`config.mk`:
```
export PLATFORM = sky130hd
export DESIGN_NAME = instruction_fetch_flat
export DESIGN_NICKNAME = d
export VERILOG_FILES = /design/src/rtl/instruction_fetch_if.sv /design/src/rtl/instruction_fetch.sv /design/src/flat_wrapper.sv
export SDC_FILE = /design/constraint.sdc
export NUM_CORES = 1
export LEC_CHECK = 0
export ABC_AREA = 1
export CELL_PAD_IN_SITES_DETAIL_PLACEMENT = 1
export CELL_PAD_IN_SITES_GLOBAL_PLACEMENT = 2
export CORE_MARGIN = 10
export CORE_UTILIZATION = 29
export DETAILED_ROUTE_END_ITERATION = 16
export PLACE_DENSITY = 0.81
export SKIP_LAST_GASP = 1
export SLEW_MARGIN = 20
export SYNTH_ARGS = -nofsm -noshare
export SYNTH_HDL_FRONTEND = slang
export SYNTH_SLANG_ARGS = --single-unit
```
`constraint.sdc`:
```
create_clock -name clk -period 2.35 [get_ports clk]
set_input_delay 0.47 -clock clk [delete_from_list [all_inputs] [get_ports clk]]
set_output_delay 0.47 -clock clk [all_outputs]
set_load 0.01 [all_outputs]
```
`src/rtl/instruction_fetch_if.sv`:
```
// Instruction-memory bus between the IF stage and instruction memory.
//   imemReq   : fetch request, driven by the fetch stage
//   imemAddr  : fetch address, driven by the fetch stage
//   imemReady : memory has data for imemAddr this cycle
//   imemData  : instruction word, valid when imemReady=1
// master = fetch stage side, slave = memory side.
interface instruction_fetch_if;
  logic        imemReq;
  logic [31:0] imemAddr;
  logic        imemReady;
  logic [31:0] imemData;

  modport master (output imemReq, imemAddr, input imemReady, imemData);
  modport slave  (input imemReq, imemAddr, output imemReady, imemData);
endinterface

```
`src/rtl/instruction_fetch.sv`:
```
// IF stage of the mips32 pipeline. Holds the PC, requests instructions over
// the imem bus and feeds the IF_ID register. A one-entry skid buffer absorbs
// a word that returns while the hazard unit stalls; redirects flush the stage.
// Ports:
//   clk        : clock, rising edge
//   rst        : asynchronous active-low reset
//   stall      : IF_ID cannot accept, hold outputs
//   redirect   : taken branch/jump, flush and refetch from redirectPc
//   redirectPc : redirect target (bits [1:0] ignored)
//   bus        : instruction-memory bus (master side)
//   pcOut      : fetched address + 4
//   instOut    : fetched instruction (NOP_INST on bubbles)
//   validOut   : pcOut/instOut carry a real instruction
//
// state | meaning
// IDLE  | first cycle after reset, no request
// FETCH | request outstanding for pc
// HOLD  | skid buffer full, waiting for stall to drop
module instruction_fetch #(
  parameter logic [31:0] RESET_PC = 32'h00000000,
  parameter logic [31:0] NOP_INST = 32'h00000000
) (
  input  logic                       clk,
  input  logic                       rst,
  input  logic                       stall,
  input  logic                       redirect,
  input  logic [31:0]                redirectPc,
  instruction_fetch_if.master        bus,
  output logic [31:0]                pcOut,
  output logic [31:0]                instOut,
  output logic                       validOut
);

  typedef enum logic [1:0] {IDLE, FETCH, HOLD} state_t;

  state_t      state;
  logic [31:0] pc;
  logic [31:0] skid_pc;
  logic [31:0] skid_inst;
  logic [31:0] pc_next;

  // Wraps modulo 2^32 naturally.
  assign pc_next = pc + 32'd4;

  // Decoded from registered state only; no input reaches the memory bus.
  assign bus.imemReq  = (state == FETCH);
  assign bus.imemAddr = pc;

  always_ff @(posedge clk or negedge rst) begin
    if (!rst) begin
      state     <= IDLE;
      pc        <= RESET_PC;
      skid_pc   <= 32'h0;
      skid_inst <= NOP_INST;
      pcOut     <= 32'h0;
      instOut   <= NOP_INST;
      validOut  <= 1'b0;
    end else begin
      case (state)
        IDLE: begin
          // Redirect is deliberately ignored here.
          state <= FETCH;
        end
        FETCH, HOLD: begin
          if (redirect) begin
            // Any word returning this cycle belongs to the old path and is dropped.
            pc        <= {redirectPc[31:2], 2'b00};
            skid_pc   <= 32'h0;
            skid_inst <= NOP_INST;
            instOut   <= NOP_INST;
            validOut  <= 1'b0;
            state     <= FETCH;
          end else if (state == FETCH) begin
            if (bus.imemReady) begin
              pc <= pc_next;
              if (stall) begin
                skid_pc   <= pc_next;
                skid_inst <= bus.imemData;
                state     <= HOLD;
              end else begin
                pcOut    <= pc_next;
                instOut  <= bus.imemData;
                validOut <= 1'b1;
              end
            end else if (!stall) begin
              instOut  <= NOP_INST;
              validOut <= 1'b0;
            end
          end else if (!stall) begin
            pcOut     <= skid_pc;
            instOut   <= skid_inst;
            validOut  <= 1'b1;
            skid_pc   <= 32'h0;
            skid_inst <= NOP_INST;
            state     <= FETCH;
          end
        end
        default: state <= IDLE;
      endcase
    end
  end

endmodule

```
`src/flat_wrapper.sv`:
```
// flat-port wrapper written by rule: the top's interface ports become plain ports
module instruction_fetch_flat 
#(
  parameter logic [31:0] RESET_PC = 32'h00000000,
  parameter logic [31:0] NOP_INST = 32'h00000000
)
  (clk, rst, stall, redirect, redirectPc, pcOut, instOut, validOut, bus_imemReq, bus_imemAddr, bus_imemReady, bus_imemData);
  instruction_fetch_if bus_i ();
  input  logic clk;
  input  logic rst;
  input  logic stall;
  input  logic redirect;
  input  logic [31:0] redirectPc;
  output logic [31:0] pcOut;
  output logic [31:0] instOut;
  output logic validOut;
  output wire logic [$bits(bus_i.imemReq)-1:0] bus_imemReq;
  output wire logic [$bits(bus_i.imemAddr)-1:0] bus_imemAddr;
  input wire logic [$bits(bus_i.imemReady)-1:0] bus_imemReady;
  input wire logic [$bits(bus_i.imemData)-1:0] bus_imemData;
  assign bus_imemReq = bus_i.imemReq;
  assign bus_imemAddr = bus_i.imemAddr;
  assign bus_i.imemReady = bus_imemReady;
  assign bus_i.imemData = bus_imemData;
  instruction_fetch #(.RESET_PC(RESET_PC), .NOP_INST(NOP_INST)) u_core (.clk(clk), .rst(rst), .stall(stall), .redirect(redirect), .redirectPc(redirectPc), .bus(bus_i), .pcOut(pcOut), .instOut(instOut), .validOut(validOut));
endmodule
```
==> impl_metrics.prom <==
# TYPE chip_impl_metric gauge
chip_impl_info{name="synthDominantAreaCellType",value="sky130_fd_sc_hd__dfrtp_1"} 1
chip_impl_metric{name="final.setup_skew",unit="ns"} 0.0130
chip_impl_metric{name="worst_slew_pin_slew",unit="ns"} 0.587
chip_impl_info{name="synth_top_flop_cell",value="sky130_fd_sc_hd__dfrtp_1"} 1
chip_impl_info{name="hold_class",value="input port to asynchronous set/reset pin"} 1
chip_impl_metric{name="antenna_violating_nets_post_route",unit=""} 0
chip_impl_metric{name="arrival",unit="ns"} 1.76
chip_impl_metric{name="final.period_utilization",unit="%"} 94.9
chip_impl_metric{name="remaining_drc_errors",unit=""} 0
chip_impl_metric{name="cpPeakStageDelay",unit="ns"} 0.57
chip_impl_info{name="tritoncts",value="built"} 1
chip_impl_metric{name="die_w",unit="µm"} 186
chip_impl_metric{name="cap_violations",unit=""} 0
chip_impl_info{name="synth.area.top_cells",value="sky130_fd_sc_hd__dfrtp_1 50%, sky130_fd_sc_hd__nand2_1 11%, sky130_fd_sc_hd__o21ai_0 6.2%, sky130_fd_sc_hd__nand3_1 5.3%, sky130_fd_sc_hd__a21oi_1 5.1%"} 1
chip_impl_metric{name="switching_share",unit="%"} 43.5
chip_impl_metric{name="post_synth_cell_types",unit=""} 35
chip_impl_metric{name="placed_area",unit="µm²"} 10000
chip_impl_metric{name="avg_inst_size_synth",unit="µm²"} 7.86
chip_impl_metric{name="final-max-slew-violation-count",unit=""} 0
chip_impl_metric{name="maximum_clock_rate",unit="GHz"} 0.448
chip_impl_metric{name="fp.coreArea",unit="µm²"} 27000
chip_impl_metric{name="ys_ff_latch",unit=""} 159
chip_impl_info{name="synth.top_cells.by_count",value="224 x sky130_fd_sc_hd__nand2_1, 159 x sky130_fd_sc_hd__dfrtp_1, 102 x sky130_fd_sc_hd__nor2_1"} 1
chip_impl_metric{name="drt_pre_antenna_iters",unit=""} 4
chip_impl_metric{name="post_route_wl",unit="µm"} 28500
chip_impl_metric{name="global_route_wire_length_before_repair",unit="µm"} 44900
chip_impl_metric{name="io_buffers",unit=""} 162
chip_impl_metric{name="vdd_drop_max",unit="µV"} 485
chip_impl_metric{name="vias_per_cell",unit=""} 4.85
chip_impl_metric{name="grt-ovfl-total",unit=""} 0
chip_impl_metric{name="drt_iter0_drc",unit=""} 403
chip_impl_metric{name="power_frac_comb",unit="%"} 47.0
chip_impl_metric{name="reg2regPathDepth",unit=""} 8
chip_impl_metric{name="register_area",unit="µm²"} 3980
chip_impl_metric{name="ys.warnings.count",unit=""} 0
chip_impl_metric{name="layout-drive-gt1-share",unit="%"} 7.67
chip_impl_metric{name="finish.utilization",unit="%"} 39.4
chip_impl_metric{name="intPower",unit="mW"} 8.37
chip_impl_metric{name="area_growth",unit="%"} 33.3
chip_impl_info{name="clk_root_buffer_cell",value="sky130_fd_sc_hd__clkbuf_16"} 1
chip_impl_info{name="cp-end-kind",value="output pin"} 1
chip_impl_metric{name="critical_path.max_fanout",unit=""} 7
chip_impl_metric{name="fin_nets",unit=""} 1237
chip_impl_metric{name="hold_viol",unit=""} 9
chip_impl_metric{name="floorplan.die.height",unit="µm"} 186
chip_impl_metric{name="seq_power_share",unit="%"} 33.2
chip_impl_metric{name="gate_count_of_the_mapped_netlist",unit=""} 1015
chip_impl_metric{name="p_per_area",unit="nW/µm²"} 1390
chip_impl_metric{name="regToRegSetupSlack",unit="ns"} 0.40
chip_impl_metric{name="cts.sinks",unit=""} 159
chip_impl_metric{name="final-instance-count-excl-fill",unit=""} 1515
chip_impl_metric{name="net-switching-power",unit="mW"} 6.45
chip_impl_info{name="critPathSlowestCell",value="sky130_fd_sc_hd__clkdlybuf4s50_1"} 1
chip_impl_metric{name="insertedDiodeCount",unit=""} 0
chip_impl_metric{name="worst-path-buf-inv",unit=""} 2
chip_impl_metric{name="synth_largest_type_area_fraction",unit="%"} 49.8
chip_impl_info{name="worst_r2r_dst",value="u_core.pcOut[16]"} 1
chip_impl_metric{name="share_clk_of_total_power",unit="%"} 19.7
chip_impl_info{name="startpoint_of_the_most_critical_register_to_register_path",value="u_core.bus.imemAddr[2]"} 1
chip_impl_metric{name="start_util",unit="%"} 29.5
chip_impl_metric{name="vias_in_the_first_global_route",unit=""} 7957
chip_impl_metric{name="finalSetupViolCount",unit=""} 0
chip_impl_metric{name="synth_sequential_area_ratio",unit="%"} 49.8
chip_impl_metric{name="insertion_delay",unit="ns"} 0.43
chip_impl_metric{name="vias",unit=""} 7346
chip_impl_metric{name="grt_antenna_before_repair",unit=""} 0
chip_impl_metric{name="io_pins",unit=""} 167
chip_impl_metric{name="cts_buffers",unit=""} 17
chip_impl_info{name="synth.most_common_cell",value="sky130_fd_sc_hd__nand2_1"} 1
chip_impl_metric{name="design_power_total",unit="mW"} 14.8
chip_impl_info{name="crit_path_cell_trace",value="inv_2, ha_4, clkdlybuf4s50_1"} 1
chip_impl_metric{name="fin_setup_tns",unit="ns"} 0
chip_impl_metric{name="post-cts-setup-buffers",unit=""} 0
chip_impl_metric{name="clk_pin_slew_worst_paths",unit="ns"} 0.08
chip_impl_metric{name="critPathRequiredTime",unit="ns"} 1.88
chip_impl_metric{name="place_inst",unit=""} 1483
chip_impl_metric{name="leakage",unit="nW"} 4.59
chip_impl_metric{name="finalHoldWorstSlack",unit="ns"} -0.0183
chip_impl_info{name="critical_path_class",value="flip-flop to output pin"} 1
chip_impl_metric{name="post-route-min-period",unit="ns"} 2.23
chip_impl_metric{name="synth-edff-count",unit=""} 0
chip_impl_metric{name="async_s_r_ff_share_synth",unit="%"} 100
chip_impl_metric{name="gr-usage-all-layers",unit="%"} 16.7
chip_impl_metric{name="htreeDepth",unit=""} 4
chip_impl_info{name="critical_path.startpoint_type",value="flip-flop"} 1
chip_impl_metric{name="multiInputGateArea",unit="µm²"} 3350
chip_impl_metric{name="detail_route.wl_per_cell",unit="µm"} 18.8
chip_impl_metric{name="grt_max_degree",unit=""} 59
chip_impl_metric{name="clk_path_buf_depth",unit=""} 2
chip_impl_info{name="status",value="finished with violations"} 1
chip_impl_metric{name="placement_rows",unit=""} 60
chip_impl_metric{name="synth.cell_area",unit="µm²"} 7980
chip_impl_metric{name="global_placer_s_final_weighted_congestion",unit=""} 0.809
chip_impl_info{name="worst_path_dominant_cell_family",value="buffers and inverters"} 1
chip_impl_metric{name="fp.dieArea",unit="µm²"} 34600
chip_impl_info{name="rsz0062_at_grt",value="no"} 1
chip_impl_info{name="failing_checks",value="negative hold slack"} 1
chip_impl_metric{name="dpl.hpwl",unit="µm"} 20100
chip_impl_metric{name="maxSlewHeadroom",unit="%"} 60.8
chip_impl_metric{name="final_design_area_no_fill",unit="µm²"} 10600
chip_impl_metric{name="filler_cell_count",unit=""} 3246
power groups by stage:
stage          combinational (mW)  clock (mW)  sequential (mW)
2_1_floorplan                3.54           0             5.05
3_5_place_dp                 7.10           0             4.97
5_1_grt                      7.81        3.12             5.10
4_1_cts                      7.16        2.99             4.94
3_3_place_gp                 6.94           0             4.93
6_report                     6.97        2.93             4.92
flip-flops by register name (all words and copies together), names as in the netlist:
name                 count
u_core.bus.imemAddr     30
u_core.instOut          32
u_core.pcOut            31
u_core.skid_inst        32
u_core.skid_pc          31
u_core.state             2
u_core.validOut          1
cell type report:
type	instances	share of cell area [%]
clock buffer	18	4.13
clock inverter	14	1.59
inverter	96	3.41
multi-input combinational	700	31.5
sequential	159	37.4
tap	341	4.01
timing repair buffer	187	18.0
routing by layer:
layer | up-vias | GRT usage (%) | part of all wire, %
li1 | 3566 | - | -
met1 | 3597 | 20.0 | 43
met2 | 158 | 28.4 | 49
met3 | 25 | 5.58 | 7.3
met4 | 0 | 3.48 | 1.0
met5 | - | 0 | 0
cells by family (layout without fill, tap and decap cells):
logic type               after synthesis  in the layout  synth area share [%]
AND/OR/NAND/NOR                      436            436                  23.4
AO/OA/AOI/OAI                        242            242                  15.5
flip-flops                           159            159                  49.8
buffers and inverters                157            315                  8.50
XOR/XNOR                              13             13                  1.61
adder cells (fa/ha/maj)                7              7                  1.10
other                                  1              2                0.0470
per-stage QoR:
step	hold slack, ns	worst slack (ns)
after floorplan	0.174	0.533
after global placement	0.466	0.108
after detailed placement	0.466	0.0355
after CTS	0.00271	0.0442
after global routing	0.0103	0.0616
final	-0.0183	0.119
worst max-delay path by stage:
| stage | end | cells past startpoint | from | slack, ns |
|---|---|---|---|---|
| 2_1_floorplan | u_core.skid_inst[18] | 12 | u_core.state[1] | 0.53 |
| 3_3_place_gp | u_core.skid_inst[28] | 10 | redirect | 0.11 |
| 3_5_place_dp | u_core.skid_pc[27] | 9 | redirect | 0.04 |
| 4_1_cts | bus_imemReq | 3 | u_core.state[1] | 0.04 |
| 5_1_grt | bus_imemReq | 3 | u_core.state[1] | 0.06 |
| 6_report | bus_imemReq | 3 | u_core.state[1] | 0.12 |
placed cells by master (no fill, tap or decap), types with 3 or more instances in the layout:
cell type,instances
sky130_fd_sc_hd__nand2_1,224
sky130_fd_sc_hd__clkdlybuf4s50_1,161
sky130_fd_sc_hd__dfrtp_1,159
sky130_fd_sc_hd__nor2_1,101
sky130_fd_sc_hd__o21ai_0,99
sky130_fd_sc_hd__inv_1,89
sky130_fd_sc_hd__nand3_1,84
sky130_fd_sc_hd__a21oi_1,80
sky130_fd_sc_hd__o21ai_1,51
sky130_fd_sc_hd__clkbuf_16,17
sky130_fd_sc_hd__buf_4,17
sky130_fd_sc_hd__xor2_1,8
sky130_fd_sc_hd__buf_12,8
sky130_fd_sc_hd__inv_2,6
sky130_fd_sc_hd__nor2_2,6
sky130_fd_sc_hd__ha_1,6
sky130_fd_sc_hd__nor2_4,5
sky130_fd_sc_hd__inv_8,5
sky130_fd_sc_hd__nand2_2,4
sky130_fd_sc_hd__nand3b_1,4
sky130_fd_sc_hd__a31oi_1,4
sky130_fd_sc_hd__and2_1,3
sky130_fd_sc_hd__xnor2_1,3
sky130_fd_sc_hd__inv_6,3
what timing repair did:
item / in CTS / in global routing
pin swaps: 0 / 0
resized for setup: 1 / 1
hold endpoints to repair: 0 / 0
gates cloned: 0 / 0
endpoints found under the setup margin: 1 / 1
hold buffers: 0 / 0
Note: power is estimated with default switching activity, not from simulation.
